[src/rtl/cpu_bus_arbiter_pkg.sv]
// cpu_bus_arbiter_pkg: FSM state type, requester limit and index-width helper shared by the bus arbiter files.
package cpu_bus_arbiter_pkg;
  typedef enum logic [2:0] {ARB_IDLE, ARB_REQ, ARB_GRANT, ARB_RELEASE, ARB_GAP} arb_state_t;
  localparam int ARB_NREQ_MAX = 4;
  function automatic int idx_w(input int n);
    return (n > 1) ? $clog2(n) : 1;
  endfunction
endpackage

[src/rtl/cpu_bus_arbiter_rr_pick.sv]
// arb_rr_pick: combinational round-robin picker; searches upward from ptr_i and wraps to 0.
module arb_rr_pick
  import cpu_bus_arbiter_pkg::*;
#(
  parameter int NREQ = 2
) (
  input  logic [NREQ-1:0]        req_i,
  input  logic [idx_w(NREQ)-1:0] ptr_i,
  output logic [NREQ-1:0]        win_oh_o,
  output logic [idx_w(NREQ)-1:0] win_idx_o,
  output logic                   any_o
);
  localparam int IW = idx_w(NREQ);
  logic [IW-1:0] j;
  assign any_o = |req_i;
  // Walk from the farthest candidate down so the nearest one to ptr_i is written last.
  always_comb begin
    j = '0;
    win_oh_o = '0;
    win_idx_o = '0;
    for (int i = NREQ - 1; i >= 0; i--) begin
      j = IW'((int'(ptr_i) + i) % NREQ);
      win_idx_o = req_i[j] ? j : win_idx_o;
    end
    win_oh_o[win_idx_o] = any_o;
  end
endmodule

[src/rtl/cpu_bus_arbiter.sv]
// cpu_bus_arbiter: BUSRQ/BUSACK bus sharing between the Z80 and NREQ DMA requesters, round-robin.
// ARB_HOLD_LIMIT_EN adds a per-grant cycle limit that forcibly revokes the bus and pulses hold_expired_o.
module cpu_bus_arbiter
  import cpu_bus_arbiter_pkg::*;
#(
  parameter int NREQ       = 2,
  parameter int GAP_CYCLES = 4,
  parameter int HOLD_MAX   = 64
) (
  input  logic            rst_n,
  input  logic            clkcpu,
  input  logic [NREQ-1:0] req_i,
  input  logic [NREQ-1:0] done_i,
  input  logic            n_int_next_i,
  input  logic            n_busack_i,
  output logic            n_busrq_o,
  output logic [NREQ-1:0] grant_o,
  output logic            bus_busy_o,
  output logic            hold_expired_o
);
  localparam int IW = idx_w(NREQ);
  localparam int GW = $clog2(GAP_CYCLES + 1);
  arb_state_t      state_q, state_d;
  logic            ack_q;
  logic            n_busrq_q, n_busrq_d;
  logic [NREQ-1:0] grant_q, grant_d;
  logic [NREQ-1:0] sel_q, sel_d;
  logic [IW-1:0]   win_q, win_d;
  logic [IW-1:0]   ptr_q, ptr_d;
  logic [GW-1:0]   gap_q, gap_d;
  logic [NREQ-1:0] pick_oh;
  logic [IW-1:0]   pick_idx;
  logic            pick_any;
  logic            rel;
  logic            expire;
  logic [IW-1:0]   ptr_nxt;

  arb_rr_pick #(.NREQ(NREQ)) u_pick (
    .req_i    (req_i),
    .ptr_i    (ptr_q),
    .win_oh_o (pick_oh),
    .win_idx_o(pick_idx),
    .any_o    (pick_any)
  );

  // A done pulse and a dropped request in the same cycle are the same single release.
  assign rel = |(done_i & sel_q) || !(|(req_i & sel_q));
  assign ptr_nxt = (win_q == IW'(NREQ - 1)) ? '0 : win_q + 1'b1;

`ifdef ARB_HOLD_LIMIT_EN
  localparam int HW = $clog2(HOLD_MAX + 1);
  logic [HW-1:0] hold_q;
  logic          hexp_q;
  assign expire = hold_q == HW'(HOLD_MAX - 1);
  always_ff @(posedge clkcpu or negedge rst_n)
    if (!rst_n) begin
      hold_q <= '0;
      hexp_q <= 1'b0;
    end else begin
      hold_q <= (state_q == ARB_GRANT) ? hold_q + 1'b1 : '0;
      hexp_q <= (state_q == ARB_GRANT) && expire && !rel;
    end
  assign hold_expired_o = hexp_q;
`else
  assign expire = 1'b0;
  assign hold_expired_o = 1'b0;
`endif

  always_ff @(posedge clkcpu or negedge rst_n)
    if (!rst_n) begin
      state_q   <= ARB_IDLE;
      ack_q     <= 1'b1;
      n_busrq_q <= 1'b1;
      grant_q   <= '0;
      sel_q     <= '0;
      win_q     <= '0;
      ptr_q     <= '0;
      gap_q     <= '0;
    end else begin
      state_q   <= state_d;
      ack_q     <= n_busack_i;
      n_busrq_q <= n_busrq_d;
      grant_q   <= grant_d;
      sel_q     <= sel_d;
      win_q     <= win_d;
      ptr_q     <= ptr_d;
      gap_q     <= gap_d;
    end

  always_comb begin
    state_d = state_q;
    n_busrq_d = n_busrq_q;
    grant_d = grant_q;
    sel_d = sel_q;
    win_d = win_q;
    ptr_d = ptr_q;
    gap_d = gap_q;
    case (state_q)
      ARB_IDLE:
        if (pick_any && n_int_next_i) begin
          sel_d = pick_oh;
          win_d = pick_idx;
          n_busrq_d = 1'b0;
          state_d = ARB_REQ;
        end
      ARB_REQ:
        if (!ack_q) begin
          grant_d = (|(req_i & sel_q)) ? sel_q : '0;
          n_busrq_d = !(|(req_i & sel_q));
          state_d = (|(req_i & sel_q)) ? ARB_GRANT : ARB_RELEASE;
        end
      ARB_GRANT:
        if (rel || expire) begin
          grant_d = '0;
          n_busrq_d = 1'b1;
          ptr_d = ptr_nxt;
          state_d = ARB_RELEASE;
        end
      ARB_RELEASE:
        if (ack_q) begin
          gap_d = GW'(GAP_CYCLES - 1);
          state_d = ARB_GAP;
        end
      ARB_GAP: begin
        gap_d = (gap_q == '0) ? gap_q : gap_q - 1'b1;
        state_d = (gap_q == '0) ? ARB_IDLE : ARB_GAP;
      end
      default: state_d = ARB_IDLE;
    endcase
  end

  assign n_busrq_o = n_busrq_q;
  assign grant_o = grant_q;
  assign bus_busy_o = state_q != ARB_IDLE;
endmodule

[config.mk]
export PLATFORM = sky130hd
export DESIGN_NAME = cpu_bus_arbiter
export DESIGN_NICKNAME = d
export VERILOG_FILES = /design/src/rtl/cpu_bus_arbiter_pkg.sv /design/src/rtl/cpu_bus_arbiter_rr_pick.sv /design/src/rtl/cpu_bus_arbiter.sv
export SDC_FILE = /design/constraint.sdc
export NUM_CORES = 1
export LEC_CHECK = 0
export ABC_CLOCK_PERIOD_IN_PS = 3400
export BUFFER_PORTS_ARGS = -buffer_cell sky130_fd_sc_hd__clkbuf_2
export CORE_MARGIN = 2
export CORE_UTILIZATION = 40
export DETAILED_ROUTE_END_ITERATION = 7
export SYNTH_ARGS = -nofsm -noshare
export SYNTH_HDL_FRONTEND = slang
export SYNTH_SLANG_ARGS = --single-unit
[constraint.sdc]
create_clock -name clkcpu -period 3.4 [get_ports clkcpu]
set_input_delay 0.17 -clock clkcpu [delete_from_list [all_inputs] [get_ports clkcpu]]
set_output_delay 0.17 -clock clkcpu [all_outputs]
set_load 0.02 [all_outputs]
==> metrics.txt <==
Peak Freq 652.3 MHz; top-area cell type share of the netlist area 40.07%; top-count cell post-synth dfrtp_1; sequential-to-total area share from yosys stat 47.08%; Hold Path Class input port to flop; IR drop worst, VDD 0.4625 mV; Final Util 48.89%; clk sinks 14; Crit. End Element output port; status finished, final reports clean; top cells by area, synth dfrtp_1 (40%), dfstp_2 (7.0%), ha_1 (3.3%); post-synth net total 82; Core Box Area 1745 um2; DR iter-0 viols 8; setup TNS 0 ns; worst-path maximum fanout 12; number of global-route vias before repair 466; die span in x 47.29 um; Area growth syn-to-layout 13.86%; M2 GR Usage 18.38%; Final Routed Wirelength 1.275 mm; max-cap violation count 0; top-level port count 13; GR peak layer met1; Worst Hold Launch req_i[1]; post-DP HPWL 933.4 um; Post-CTS Setup Bufs 0; setup ws final 1.867 ns; P_sw 0.0002774 W; R2R setup slack 1.93 ns; via count 557; CTS root buf clkbuf_4; Internal Dissipation 0.0004261 W; FP Rows 15; Worst Path Required 3.23 ns; GR Layer Usage met1 19.52%; Worst Clk Skew 0.01551 ns; GP Congestion 0.7557; Setup CP Type flop to output port; Switching Share 39.42%; sequential share of power 45.6%; final-report setup violation count 0; Hold Fails Final Rpt 0; global-route usage over all layers 13.94%; synthesized instance count 72; met3 GRT Util 6.923%; area leader, netlist dfrtp_1; Comb power frac 41.0%; die footprint 2236 um2; Clock Power Share 13.4%; WL/cell 11.59 um; CTS HTree Levels 1; Fill cells 175; CP startpoint state_q[0]; nets@finish 96; mapped cell area 749.5 um2; Startpoint Class flop; remaining antenna violation count 0; worst r2r src state_q[0]; Tmin final 1.533 ns; YS warnings 0; Synth async-reset ratio 100.0%; Synth Flop Type dfrtp_1; Post-route DRC 0; CTS Buf Count 3; Port Buffer Count 11; die height 47.29 um; FF-to-FF End sel_q[0]; Setup crit end bus_busy_o; global-route wire length before repair 2.070 mm; Lkg Pwr 0.3851 nW; grt total ovfl 0; Crit path arrival time 1.36 ns; Pins Over Slew Limit 0; P per Cell Area 824.4 nW/um2; ratio of cells with drive above 1 in the final layout 25.88%; Synth cell types 36; worst reg2reg path depth 4; CTS tree built; Starting Density 42.94%; Post-synth EDFFs 0; Syn Area/Cell 10.41 um2; largest net degree at the start of global routing 15; ant diodes 0; antenna violations before repair 0; clock buffer depth 2; synth cell count leaders dfrtp_1 (12), nand2_1 (5), o21ai_0 (5); RSZ-0062 raised after global routing no; Final period util 45.09%; register bit total from synthesis 14; Reg clk slew, reported paths 0.09 ns; clk_lat worst skew 0.28 ns; Setup WS pre-CTS 1.936 ns; vias per cell 5.064; router iterations before antenna repair 4
[stage by stage]
stage | hold WS [ns] | cell area, um2 | power (W) | instances
detailed placement | 0.09779 | 807.0 | 0.0006105 | 104
global route | 0.2323 | 853.3 | 0.0007716 | 110
finish | 0.2072 | 853.3 | 0.0007035 | 110
CTS | 0.1975 | 853.3 | 0.0007088 | 110
floorplan | -0.1256 | 749.5 | 0.0005578 | 72
global placement | 0.09319 | 807.0 | 0.0006092 | 104
[state kept, by name, summed over array words and instances (netlist names)]
register   cells
grant_o        2
n_busrq_o      1
state_q        3
ptr_q          1
win_q          1
gap_q          3
sel_q          2
ack_q          1
[critical path, stage by stage (launching register included)]
cell and delay [ns]:
dfrtp_1 0.50, or3_4 0.44, clkbuf_2 0.16
[cells by family after synthesis]
logic type / synth area share, %
compound gates: 25.21
simple gates: 16.53
buf+inv: 5.843
other cells: 0.5004
mux: 1.502
flops: 47.08
fa+ha+maj: 3.338
[per-layer routing]
metal	part of all wire [%]	vias to the layer above
met5	0	-
met4	0.94	0
met3	6.5	2
met2	38	17
met1	54	254
li1	-	284
[timing repair]
item,CTS,global route
hold buffers,2,0
resized for setup,0,0
hold endpoints to repair,13,0
[area by class of cell]
class	count	area, um2	area share (%)
flip-flops and latches	14	352.8	41.35
multi-input cells	50	352.8	41.35
repair buffers	13	75.07	8.798
well taps	25	31.28	3.666
clock buffers	4	26.28	3.079
inverters	4	15.01	1.760
[power by group through the flow]
stage / clock network, W / registers, W / logic [W]
after floorplan: 0 / 0.000294 / 0.000264
after global placement: 0 / 0.000323 / 0.000286
after detailed placement: 0 / 0.000321 / 0.000289
after CTS: 0.000100 / 0.000318 / 0.000291
after global routing: 0.000110 / 0.000334 / 0.000327
final: 0.0000942 / 0.000321 / 0.000289
[layout by cell type, fill, tap and decap left out, types with 2 or more instances in the layout]
cell type | netlist | final
dfrtp_1 | 12 | 12
clkbuf_2 | 0 | 11
nand2_1 | 5 | 5
o21ai_0 | 5 | 5
inv_1 | 4 | 4
nor2_1 | 4 | 4
a21oi_1 | 3 | 3
o21a_1 | 3 | 3
clkbuf_4 | 0 | 3
nand2b_1 | 2 | 2
nand3_1 | 2 | 2
a22oi_1 | 2 | 2
o21ai_1 | 2 | 2
ha_1 | 2 | 2
dfstp_2 | 2 | 2
dlygate4sd3_1 | 0 | 2
[worst min path at each step]
stage / end / slack [ns] / cells past startpoint
6_report: sel_q[1] / 0.21 / 3
5_1_grt: sel_q[1] / 0.23 / 3
4_1_cts: sel_q[1] / 0.20 / 3
3_5_place_dp: sel_q[1] / 0.1 / 1
3_3_place_gp: grant_o[0] / 0.09 / 1
2_1_floorplan: gap_q[0] / -0.13 / 0
(Power assumes the default switching activity.)
